**src/rtl/rf_wb_arbiter.sv**
```systemverilog
// rf_wb_arbiter: round-robin write-back arbiter for the integer register file
// write port, with a one-entry registered output stage and a destination
// scoreboard that drives the issue-stage hazard stall.
// Optional feature macro: RF_WB_BYPASS_EN (adds byp_* ports and lets a source
// or destination that is being written this cycle bypass the stall).
module rf_wb_arbiter #(
    parameter int unsigned NREQ = 3,
    parameter int unsigned XLEN = 64
) (
    input  logic                 clk,
    input  logic                 rst,
    input  logic [NREQ-1:0]      req_valid,
    input  logic [NREQ*5-1:0]    req_rdc,
    input  logic [NREQ*XLEN-1:0] req_data,
    output logic [NREQ-1:0]      req_ready,
    output logic                 RF_W,
    output logic [4:0]           rdc,
    output logic [XLEN-1:0]      rd,
    input  logic                 iss_valid,
    input  logic [4:0]           iss_rs1c,
    input  logic [4:0]           iss_rs2c,
    input  logic [4:0]           iss_rdc,
    output logic                 iss_stall,
`ifdef RF_WB_BYPASS_EN
    output logic                 byp_valid,
    output logic [4:0]           byp_rdc,
    output logic [XLEN-1:0]      byp_data,
`endif
    output logic [31:0]          busy
);

    localparam int unsigned PW = (NREQ > 1) ? $clog2(NREQ) : 1;

    logic [PW-1:0]   ptr;
    logic [PW-1:0]   ptr_next;
    logic [PW-1:0]   idx_hi;
    logic [PW-1:0]   idx_lo;
    logic [PW-1:0]   gidx;
    logic            hit_hi;
    logic            hit_lo;
    logic            grant;
    logic [4:0]      sel_rdc;
    logic [XLEN-1:0] sel_data;
    logic [31:0]     busy_next;
    logic            alloc;
    logic            haz_rs1;
    logic            haz_rs2;
    logic            haz_rd;

    // Round-robin pick: lowest valid index at or above ptr, else lowest valid overall.
    always_comb begin
        hit_hi    = 1'b0;
        hit_lo    = 1'b0;
        idx_hi    = '0;
        idx_lo    = '0;
        req_ready = '0;
        sel_rdc   = '0;
        sel_data  = '0;
        for (int i = NREQ - 1; i >= 0; i--) begin
            if (req_valid[i]) begin
                hit_lo = 1'b1;
                idx_lo = PW'(i);
                if (PW'(i) >= ptr) begin
                    hit_hi = 1'b1;
                    idx_hi = PW'(i);
                end
            end
        end
        grant = hit_lo & ~rst;
        gidx  = hit_hi ? idx_hi : idx_lo;
        for (int i = 0; i < NREQ; i++) begin
            if (grant && (PW'(i) == gidx)) begin
                req_ready[i] = 1'b1;
                sel_rdc      = req_rdc[i*5 +: 5];
                sel_data     = req_data[i*XLEN +: XLEN];
            end
        end
        ptr_next = (gidx == PW'(NREQ - 1)) ? '0 : gidx + PW'(1);
    end

    // Output stage and rotation pointer; a grant to x0 is consumed without a write.
    always_ff @(posedge clk) begin
        if (rst) begin
            RF_W <= 1'b0;
            rdc  <= '0;
            rd   <= '0;
            ptr  <= '0;
        end else begin
            RF_W <= grant && (sel_rdc != 5'd0);
            if (grant) begin
                rdc <= sel_rdc;
                rd  <= sel_data;
                ptr <= ptr_next;
            end
        end
    end

    // Hazard detection; with bypass, a register written this cycle is not a hazard.
    always_comb begin
`ifdef RF_WB_BYPASS_EN
        haz_rs1 = busy[iss_rs1c] & ~(RF_W & (iss_rs1c == rdc));
        haz_rs2 = busy[iss_rs2c] & ~(RF_W & (iss_rs2c == rdc));
        haz_rd  = busy[iss_rdc]  & ~(RF_W & (iss_rdc  == rdc));
`else
        haz_rs1 = busy[iss_rs1c];
        haz_rs2 = busy[iss_rs2c];
        haz_rd  = busy[iss_rdc];
`endif
        iss_stall = iss_valid & (haz_rs1 | haz_rs2 | haz_rd);
        alloc     = iss_valid & ~iss_stall & (iss_rdc != 5'd0);
    end

    // Scoreboard next state: clear on write-back, then set on issue so set wins.
    always_comb begin
        busy_next = busy;
        if (RF_W) begin
            busy_next[rdc] = 1'b0;
        end
        if (alloc) begin
            busy_next[iss_rdc] = 1'b1;
        end
        busy_next[0] = 1'b0;
    end

    // Scoreboard register.
    always_ff @(posedge clk) begin
        if (rst) begin
            busy <= '0;
        end else begin
            busy <= busy_next;
        end
    end

`ifdef RF_WB_BYPASS_EN
    assign byp_valid = RF_W;
    assign byp_rdc   = rdc;
    assign byp_data  = rd;
`endif

endmodule
```
**config.mk**
```make
export PLATFORM = sky130hd
export DESIGN_NAME = rf_wb_arbiter
export DESIGN_NICKNAME = d
export VERILOG_FILES = /design/src/rtl/rf_wb_arbiter.sv
export SDC_FILE = /design/constraint.sdc
export NUM_CORES = 1
export LEC_CHECK = 0
export BUFFER_PORTS_ARGS = -buffer_cell sky130_fd_sc_hd__buf_4
export CAP_MARGIN = 30
export CORE_AREA = 2 2 130 132
export CTS_CLUSTER_DIAMETER = 200
export DETAILED_ROUTE_END_ITERATION = 16
export DIE_AREA = 0 0 132 134
export GPL_TIMING_DRIVEN = 0
export MAX_ROUTING_LAYER = met4
export PLACE_DENSITY = 0.73
export SLEW_MARGIN = 20
export SYNTH_ARGS = -nofsm -noshare
export SYNTH_HDL_FRONTEND = slang
export SYNTH_SLANG_ARGS = --single-unit
```
**constraint.sdc**
```tcl
create_clock -name clk -period 2.3 [get_ports clk]
set_clock_uncertainty 0.2 [all_clocks]
set_input_delay 0.23 -clock clk [delete_from_list [all_inputs] [get_ports clk]]
set_output_delay 0.23 -clock clk [all_outputs]
set_load 0.005 [all_outputs]
```
==> flow_summary.yaml, run 1 <==
pwr:
  ir_worst_vdd_uv: 394
  p_per_area_mw_per_mm2: 548
  p_leak_nw: 4.28
  p_total_mw: 5.11
timing:
  fin_crit_ps: 2560
  hold_viol: 0
  setup_tns_ps: -255
  hold_ws_ps: 7.01
  setup_ws_ps: -255
  fmax_mhz: 391
  relSlewSlack_pct: 44.3
  finalSetupViolations: 1
  tightest_slew_ps: 828
  period_share_pct: 111
  rsz0062_at_grt: "true"
  slew_violations: 0
global_route:
  track_usage_pct: 28.8
  grt_remaining_overflow: 0
  grt_pass1_vias: 7232
  grt_pass1_wl_um: 38900
  grt_max_degree: 17
  antenna_found_initial: 1
worst_setup_path:
  r2r-start: "busy[27]$_SDFF_PP0_"
  path_class: "reg -> out"
  r2r_setup_slack_ps: 40
  regToRegEndpoint: "busy[18]$_SDFF_PP0_"
  required_ps: 1870
  cp.arrival_ps: 2130
  end_kind: "output pin"
  r2r_cells: 8
  critPathMaxFanout: 5
  start_kind: "flip-flop"
floorplan:
  dieArea_sq_mm: 0.0177
  initial_core_util_pct: 36.9
  die_h_um: 134
  core_area_sq_mm: 0.0163
  die_x_um: 132
  io_pins: 334
  rows: 47
logic_synthesis:
  synth_cells: 787
  netlist_area_sq_mm: 0.00601
  ys_seq_area_share_pct: 34.3
  synth_area_per_cell_sq_um: 7.63
  yosysWarnings: 0
  synth_seq_cells: 103
  synth_cell_types: 47
  async_flop_share_pct: 0
  synth_nets: 1015
  synth_edf_count: 0
  synth_flop_cell: "dfxtp_1"
place:
  post-place-ws_ps: -350
  placed_area_sq_mm: 0.00874
  hpwl_um: 20200
  gp_congestion: 0.971
  port_buffers: 326
layout:
  postLayoutCellArea_sq_mm: 0.00932
  areaGrowthSynthToFinish_pct: 55.1
  final_common_cell: "buf_4"
  final_nets: 1365
  fillCellCount: 1558
  mostFrequentLayoutCells: "buf_4 (337), nand2_1 (175), dfxtp_1 (91)"
  post_route_cells_drive_above_1_share_pct: 36.6
drt:
  ant_nets: 0
  drt_wl_total_um: 25600
  viasPerCell: 5.37
  dr.pass1.iters: 7
  first_iter_violations: 485
  wl_per_cell_um: 18.8
  drc: 0
  vias: 7313
cts:
  cts_buffers: 9
  cts_tree: "built"
  cts_buffer_depth: 2
  clk_pin_slew_ps: 70
  clock-root-buffer: "clkbuf_16"
  cts_max_level: 3
  clkSinkCount: 103
  insertion_delay_ps: 350
run_status:
  status: "complete, but fails checks"
  violations: "setup timing"
worst_hold_path:
  min_to: "rdc[4]$_SDFFE_PP0P_"
  hp-start: "req_rdc[9]"
  hp-class: "in -> reg"
  hold_depth: 3
flow_run:
  maxCapViolations: 0
per-stage QoR:
step	cells	util, %
after floorplan	787	-
final	1363	57.2
after detailed placement	1334	53.7
after global placement	1333	53.6
after CTS	1362	56.8
after global routing	1363	57.2
worst max-delay path: stages, from the launching register on:
cell	delay, ps
dfxtp_1	360
mux4_2	470
nand2b_4	150
o2111ai_2	60
and4_4	260
a21boi_4	190
a41oi_2	130
buf_4	170
per-layer routing:
layer / vias to the layer above / global-route usage (%) / share of wire, %
met1: 3393 / 33.9 / 40
met4: 0 / 12.8 / 3.5
met2: 340 / 47.7 / 49
met3: 53 / 5.82 / 7.7
li1: 3527 / - / -
met5: - / - / 0
power breakdown:
part	internal (mW)	switching [mW]
Combinational	0.731	0.678
Sequential	1.92	0.0996
Clock	0.985	0.694
cells in the mapped netlist, drive strengths merged, types with 2 or more instances:
cell / instances / share of area, %
nand2: 177 / 11
dfxtp: 103 / 34
nor2: 75 / 4.7
a31oi: 65 / 6.8
a22o: 64 / 9.3
clkbuf: 53 / 3.3
o21ai: 53 / 4.4
nor2b: 31 / 3.2
mux2i: 25 / 4.2
nand3: 24 / 2.8
nand3b: 22 / 2.7
buf: 11 / 1.1
a21oi: 9 / 0.75
and3: 8 / 0.83
mux4: 8 / 3.1
nor3: 8 / 0.67
nor3b: 7 / 0.87
a21o: 4 / 0.50
a221oi: 4 / 0.58
nand2b: 4 / 0.42
a211oi: 3 / 0.37
nor4: 3 / 0.31
o2111ai: 3 / 0.44
o211ai: 3 / 0.37
and2: 2 / 0.21
mux2: 2 / 0.44
nand4b: 2 / 0.29
or2: 2 / 0.21
state kept, by name, indices dropped and copies added (netlist names):
| signal | count |
|---|---|
| busy | 31 |
| rd | 64 |
| RF_W | 1 |
| ptr | 2 |
| rdc | 5 |
how the worst max path moves through the flow:
stage,slack [ps],cells after the start,startpoint,endpoint
3_3_place_gp,-390,9,iss_rs1c[2],iss_stall
4_1_cts,-270,7,busy[7]$_SDFF_PP0_,iss_stall
5_1_grt,-320,8,busy[7]$_SDFF_PP0_,iss_stall
2_1_floorplan,110,6,iss_rs1c[0],iss_stall
3_5_place_dp,-350,8,req_valid[2],rd[55]$_SDFFE_PP0P_
6_report,-260,7,busy[27]$_SDFF_PP0_,iss_stall
cells by family after synthesis:
kind of cell,share of synthesized area [%]
multiplexers,7.67
other,0.0624
flip-flops,34.3
buffers and inverters,4.52
AND/OR/NAND/NOR,29.0
AO/OA/AOI/OAI,24.4
layout make-up:
type / count / area [sq um] / area share, %
Tap cell: 220 / 275 / 2.95
Sequential cell: 103 / 2090 / 22.4
Clock inverter: 5 / 81.3 / 0.873
Clock buffer: 11 / 243 / 2.60
Multi-Input combinational cell: 619 / 3770 / 40.4
Timing Repair Buffer: 339 / 2550 / 27.3
Buffer: 64 / 313 / 3.36
Antenna cell: 1 / 2.50 / 0.0269
Inverter: 1 / 3.75 / 0.0403
what timing repair did:
item	in CTS	in global routing
setup endpoints to repair	105	74
hold endpoints to repair	2	0
resized for setup	37	31
setup buffers	10	0
cloned	0	0
hold buffers	2	0
pin swaps	7	1
Note: power is estimated with default switching activity, not from simulation.
==> run 2: changes to the inputs <==
--- a/config.mk
+++ b/config.mk
@@ -7,13 +7,15 @@
 export LEC_CHECK = 0
 export BUFFER_PORTS_ARGS = -buffer_cell sky130_fd_sc_hd__buf_4
 export CAP_MARGIN = 30
-export CORE_AREA = 2 2 130 132
+export CELL_PAD_IN_SITES_DETAIL_PLACEMENT = 2
+export CELL_PAD_IN_SITES_GLOBAL_PLACEMENT = 2
+export CORE_MARGIN = 1
+export CORE_UTILIZATION = 23
 export CTS_CLUSTER_DIAMETER = 200
 export DETAILED_ROUTE_END_ITERATION = 16
-export DIE_AREA = 0 0 132 134
 export GPL_TIMING_DRIVEN = 0
 export MAX_ROUTING_LAYER = met4
-export PLACE_DENSITY = 0.73
+export PLACE_DENSITY = 0.84
 export SLEW_MARGIN = 20
 export SYNTH_ARGS = -nofsm -noshare
 export SYNTH_HDL_FRONTEND = slang
==> flow_summary.yaml, run 2 (same netlist as run 1, synthesis figures left out) <==
run_status:
  status: "complete, but fails checks"
  violations: "setup timing"
floorplan:
  rows: 58
  die_h_um: 164
  io_pins: 334
  initial_core_util_pct: 23.7
  core_area_sq_mm: 0.0254
  dieArea_sq_mm: 0.0268
  die_x_um: 164
worst_setup_path:
  worstPathCellList: "mux4_2 > o2111ai_2 > and4_1 > a21boi_4 > a41oi_2 > buf_4"
  required_ps: 1870
  cp_slowest_cell: "mux4_2"
  critPathMaxFanout: 5
  end_kind: "output pin"
  start_kind: "flip-flop"
  cp.arrival_ps: 2210
  crit_family: "compound AO/OA/AOI/OAI gates"
  path_buf_inv: 1
  path_class: "reg -> out"
  cpPeakStageDelay_ps: 490
pwr:
  p_sw_share_pct: 31.2
  p_seq_share_pct: 39.6
  ir_worst_vdd_uv: 297
  power.internal_mw: 3.50
  clkPwrFrac_pct: 31.4
  p_leak_nw: 4.36
  p_per_area_mw_per_mm2: 531
  switchingPower_mw: 1.59
  combPwrFrac_pct: 29.0
layout:
  post_route_cells_drive_above_1_share_pct: 39.6
  areaGrowthSynthToFinish_pct: 59.7
  postLayoutCellArea_sq_mm: 0.00959
  largest_reg_flops: 64
  regMostFlops: "rd"
  final_nets: 1374
  top_regs: "rd (64), busy (31), rdc (5)"
  mostFrequentLayoutCells: "buf_4 (343), nand2_1 (176), dfxtp_1 (80)"
  layout.cells.non_filler: 1482
  final_common_cell: "buf_4"
global_route:
  track_usage_pct: 25.1
  grtUsageMet3_pct: 5.94
  met1_usage_pct: 26.2
  grt_pass1_vias: 8348
  grt_pass1_wl_um: 49100
  grt_max_degree: 17
  top_usage_layer: "met2"
  antenna_found_initial: 1
  grt_remaining_overflow: 0
  gr-usage-met2_pct: 45.1
place:
  hpwl_um: 25900
  port_buffers: 326
  gp_congestion: 0.930
  placed_area_sq_mm: 0.00889
  post-place-ws_ps: -565
  dp_cells: 1445
cts:
  cts_buffers: 9
  clkSinkCount: 103
  clock-root-buffer: "clkbuf_16"
  insertion_delay_ps: 350
  clk_pin_slew_ps: 70
  cts_tree: "built"
  cts_buffer_depth: 2
  cts_max_level: 3
drt:
  dr.pass1.iters: 4
  first_iter_violations: 309
  viasPerCell: 5.17
  vias: 7669
  drc: 0
  ant_nets: 0
  drt_wl_total_um: 33200
  wl_per_cell_um: 22.4
timing:
  finalSetupViolations: 24
  period_share_pct: 115
  setup_tns_ps: -5670
  rsz0062_at_grt: "true"
  fmax_mhz: 378
  relSlewSlack_pct: 40.4
  setup_ws_ps: -342
  hold_ws_ps: 50.3
  slew_violations: 0
  fin_crit_ps: 2640
  tightest_slew_ps: 885
  hold_viol: 0
worst_hold_path:
  hp-class: "in -> reg"
flow_run:
  maxCapViolations: 0
run 2: power by group through the flow:
stage	sequential, mW	clock (mW)	combinational, mW
after floorplan	2.05	0	0.606
after global placement	2.05	0	1.37
after detailed placement	2.06	0	1.41
after CTS	2.01	1.63	1.46
after global routing	2.03	1.68	1.60
final	2.02	1.60	1.48
run 2: worst reg2reg max path: stages, from the launching register on:
cell,delay (ps)
dfxtp_2,370
mux4_2,490
o2111ai_2,220
and4_1,260
a21boi_4,200
buf_4,130
buf_6,80
buf_6,80
buf_8,120
nand3_4,150
o21ai_2,210
run 2: final timing paths:
check | startpoint | to | slack (ps) | depth (start not counted)
setup / recovery | busy[16]$_SDFF_PP0_ | iss_stall | -340 | 6
hold / removal | req_rdc[4] | rdc[4]$_SDFFE_PP0P_ | 50 | 5
setup reg to reg | busy[16]$_SDFF_PP0_ | busy[22]$_SDFF_PP0_ | -290 | 10
hold reg to reg | ptr[1]$_SDFFE_PP0P_ | ptr[1]$_SDFFE_PP0P_ | 270 | 1
run 2: layer usage:
layer,up-vias,share of wire [%]
li1,3550,-
met1,3793,38
met2,269,53
met3,57,6.5
met4,0,3.2
met5,-,0
run 2: cell type report:
class,count,area (sq um)
repair buffers,348,2640
multi-input cells,619,3830
inverters,1,3.75
flip-flops and latches,103,2110
plain buffers,64,304
fillers,2987,15800
clock buffers,10,229
diodes,1,2.50
clock inverters,6,61.3
well taps,330,413
run 2: repair_timing:
action | in CTS | in global routing
hold buffers | 3 | 0
pin swaps | 7 | 21
buffers inserted | 12 | 6
gates resized for setup | 52 | 48
endpoints found under the hold margin | 4 | 0
endpoints found under the setup margin | 107 | 64
run 2: stage by stage:
| stage | utilization (%) | power [mW] |
|---|---|---|
| 6_report | 37.8 | 5.10 |
| 3_5_place_dp | 35.0 | 3.47 |
| 5_1_grt | 37.8 | 5.32 |
| 2_1_floorplan | - | 2.66 |
| 3_3_place_gp | 34.9 | 3.42 |
| 4_1_cts | 37.1 | 5.10 |
==> run 3: changes to the inputs <==
--- a/config.mk
+++ b/config.mk
@@ -16,6 +16,7 @@
 export GPL_TIMING_DRIVEN = 0
 export MAX_ROUTING_LAYER = met4
 export PLACE_DENSITY = 0.84
+export RECOVER_POWER = 25
 export SLEW_MARGIN = 20
 export SYNTH_ARGS = -nofsm -noshare
 export SYNTH_HDL_FRONTEND = slang
==> flow_summary.yaml, run 3 (same netlist as run 1, synthesis figures left out) <==
drt:
  ant_nets: 0
  first_iter_violations: 306
  dr.pass1.iters: 4
  vias: 7623
  wl_per_cell_um: 22.4
  drc: 0
  viasPerCell: 5.14
  drt_wl_total_um: 33200
layout:
  areaGrowthSynthToFinish_pct: 58.5
  layout.cells.non_filler: 1482
  regMostFlops: "rd"
  final_common_cell: "buf_4"
  post_route_cells_drive_above_1_share_pct: 38.0
  largest_reg_flops: 64
  regArea_sq_mm: 0.00211
  multi_input_area_sq_mm: 0.00383
  mostFrequentLayoutCells: "buf_4 (299), nand2_1 (176), dfxtp_1 (80)"
  top_regs: "rd (64), busy (31), rdc (5)"
  fillCellCount: 3015
  final_nets: 1374
timing:
  tightest_slew_ps: 884
  rsz0062_at_grt: "true"
  hold_viol: 0
  finalSetupViolations: 24
  period_share_pct: 115
  hold_ws_ps: 50.0
  relSlewSlack_pct: 40.5
  slew_violations: 0
  fin_crit_ps: 2650
  setup_ws_ps: -347
  setup_tns_ps: -5680
  fmax_mhz: 378
global_route:
  grt_pass1_wl_um: 49100
  grt_pass1_vias: 8348
  track_usage_pct: 25.1
  grt_remaining_overflow: 0
  antenna_found_initial: 1
  grt_max_degree: 17
pwr:
  clkPwrFrac_pct: 31.6
  ir_worst_vdd_uv: 296
  p_per_area_mw_per_mm2: 532
  p_total_mw: 5.06
  power.internal_mw: 3.47
  p_seq_share_pct: 39.8
  p_sw_share_pct: 31.4
  p_leak_nw: 4.28
  combPwrFrac_pct: 28.6
  switchingPower_mw: 1.59
cts:
  insertion_delay_ps: 350
  clk_pin_slew_ps: 70
  cts_max_level: 3
  cts_buffers: 9
  clock-root-buffer: "clkbuf_16"
  cts_tree: "built"
  clkSinkCount: 103
  cts_buffer_depth: 2
place:
  port_buffers: 326
  hpwl_um: 25900
  gp_congestion: 0.930
  dp_cells: 1445
  post-place-ws_ps: -565
floorplan:
  initial_core_util_pct: 23.7
  core_area_sq_mm: 0.0254
  die_x_um: 164
  die_h_um: 164
  dieArea_sq_mm: 0.0268
  io_pins: 334
  rows: 58
worst_setup_path:
  path_buf_inv: 1
  worstPathCellList: "mux4_2 > o2111ai_2 > and4_1 > a21boi_4 > a41oi_2 > buf_4"
  cp_slowest_cell: "mux4_2"
  crit_family: "compound AO/OA/AOI/OAI gates"
  path_class: "reg -> out"
  critPathMaxFanout: 5
  cp.arrival_ps: 2220
  cpPeakStageDelay_ps: 490
  start_kind: "flip-flop"
  end_kind: "output pin"
  required_ps: 1870
worst_hold_path:
  hp-class: "in -> reg"
run_status:
  violations: "setup timing"
  status: "complete, but fails checks"
flow_run:
  maxCapViolations: 0
run 3: cell types whose count changed in the layout (fill, tap and decap cells not counted):
cell      before  now
clkbuf_1      45   64
buf_4        343  299
clkbuf_4       2   27
run 3: worst paths after layout:
| kind | slack, ps | depth (start not counted) | from | endpoint |
|---|---|---|---|---|
| worst min-delay path | 50 | 5 | req_rdc[4] | rdc[4]$_SDFFE_PP0P_ |
| worst max-delay path | -350 | 6 | busy[16]$_SDFF_PP0_ | iss_stall |
| worst min register to register | 270 | 1 | ptr[1]$_SDFFE_PP0P_ | ptr[1]$_SDFFE_PP0P_ |
| worst max register to register | -290 | 10 | busy[16]$_SDFF_PP0_ | busy[22]$_SDFF_PP0_ |
run 3: worst reg2reg max path, stage by stage (launching register included):
cell       delay [ps]
dfxtp_2           370
mux4_2            490
o2111ai_2         220
and4_1            260
a21boi_4          200
buf_4             130
buf_6              80
buf_6              80
buf_8             120
nand3_4           150
o21ai_2           210
run 3: final cells by class:
class	instances	share of cell area (%)
Clock inverter	6	0.644
Clock buffer	10	2.40
Antenna cell	1	0.0263
Sequential cell	103	22.1
Timing Repair Buffer	348	26.9
Inverter	1	0.0394
Tap cell	330	4.34
Multi-Input combinational cell	619	40.3
Buffer	64	3.19
run 3: power by group through the flow:
stage          Combinational, mW  Sequential (mW)  Clock [mW]
6_report                    1.45             2.01        1.60
5_1_grt                     1.57             2.03        1.68
4_1_cts                     1.46             2.01        1.63
3_5_place_dp                1.41             2.06           0
3_3_place_gp                1.37             2.05           0
2_1_floorplan              0.606             2.05           0
run 3: timing repair:
item,CTS,global route
endpoints found under the setup margin,107,64
pin swaps,7,21
gates resized for setup,52,48
endpoints found under the hold margin,4,0
hold buffers,3,0
setup buffers,12,6
run 3: stage by stage:
| stage | util [%] | instance area [sq um] |
|---|---|---|
| 2_1_floorplan | - | 6010 |
| 3_3_place_gp | 34.9 | 8870 |
| 3_5_place_dp | 35.0 | 8890 |
| 4_1_cts | 37.1 | 9420 |
| 5_1_grt | 37.5 | 9520 |
| 6_report | 37.5 | 9520 |
run 3: per-layer routing:
layer  vias to the layer above  track usage, %  routed length [um]
met5                         -               -                   0
li1                       3544               -                   -
met2                       260            45.1               17400
met1                      3760            26.2               12600
met4                         0            10.4                1070
met3                        59            5.94                2180
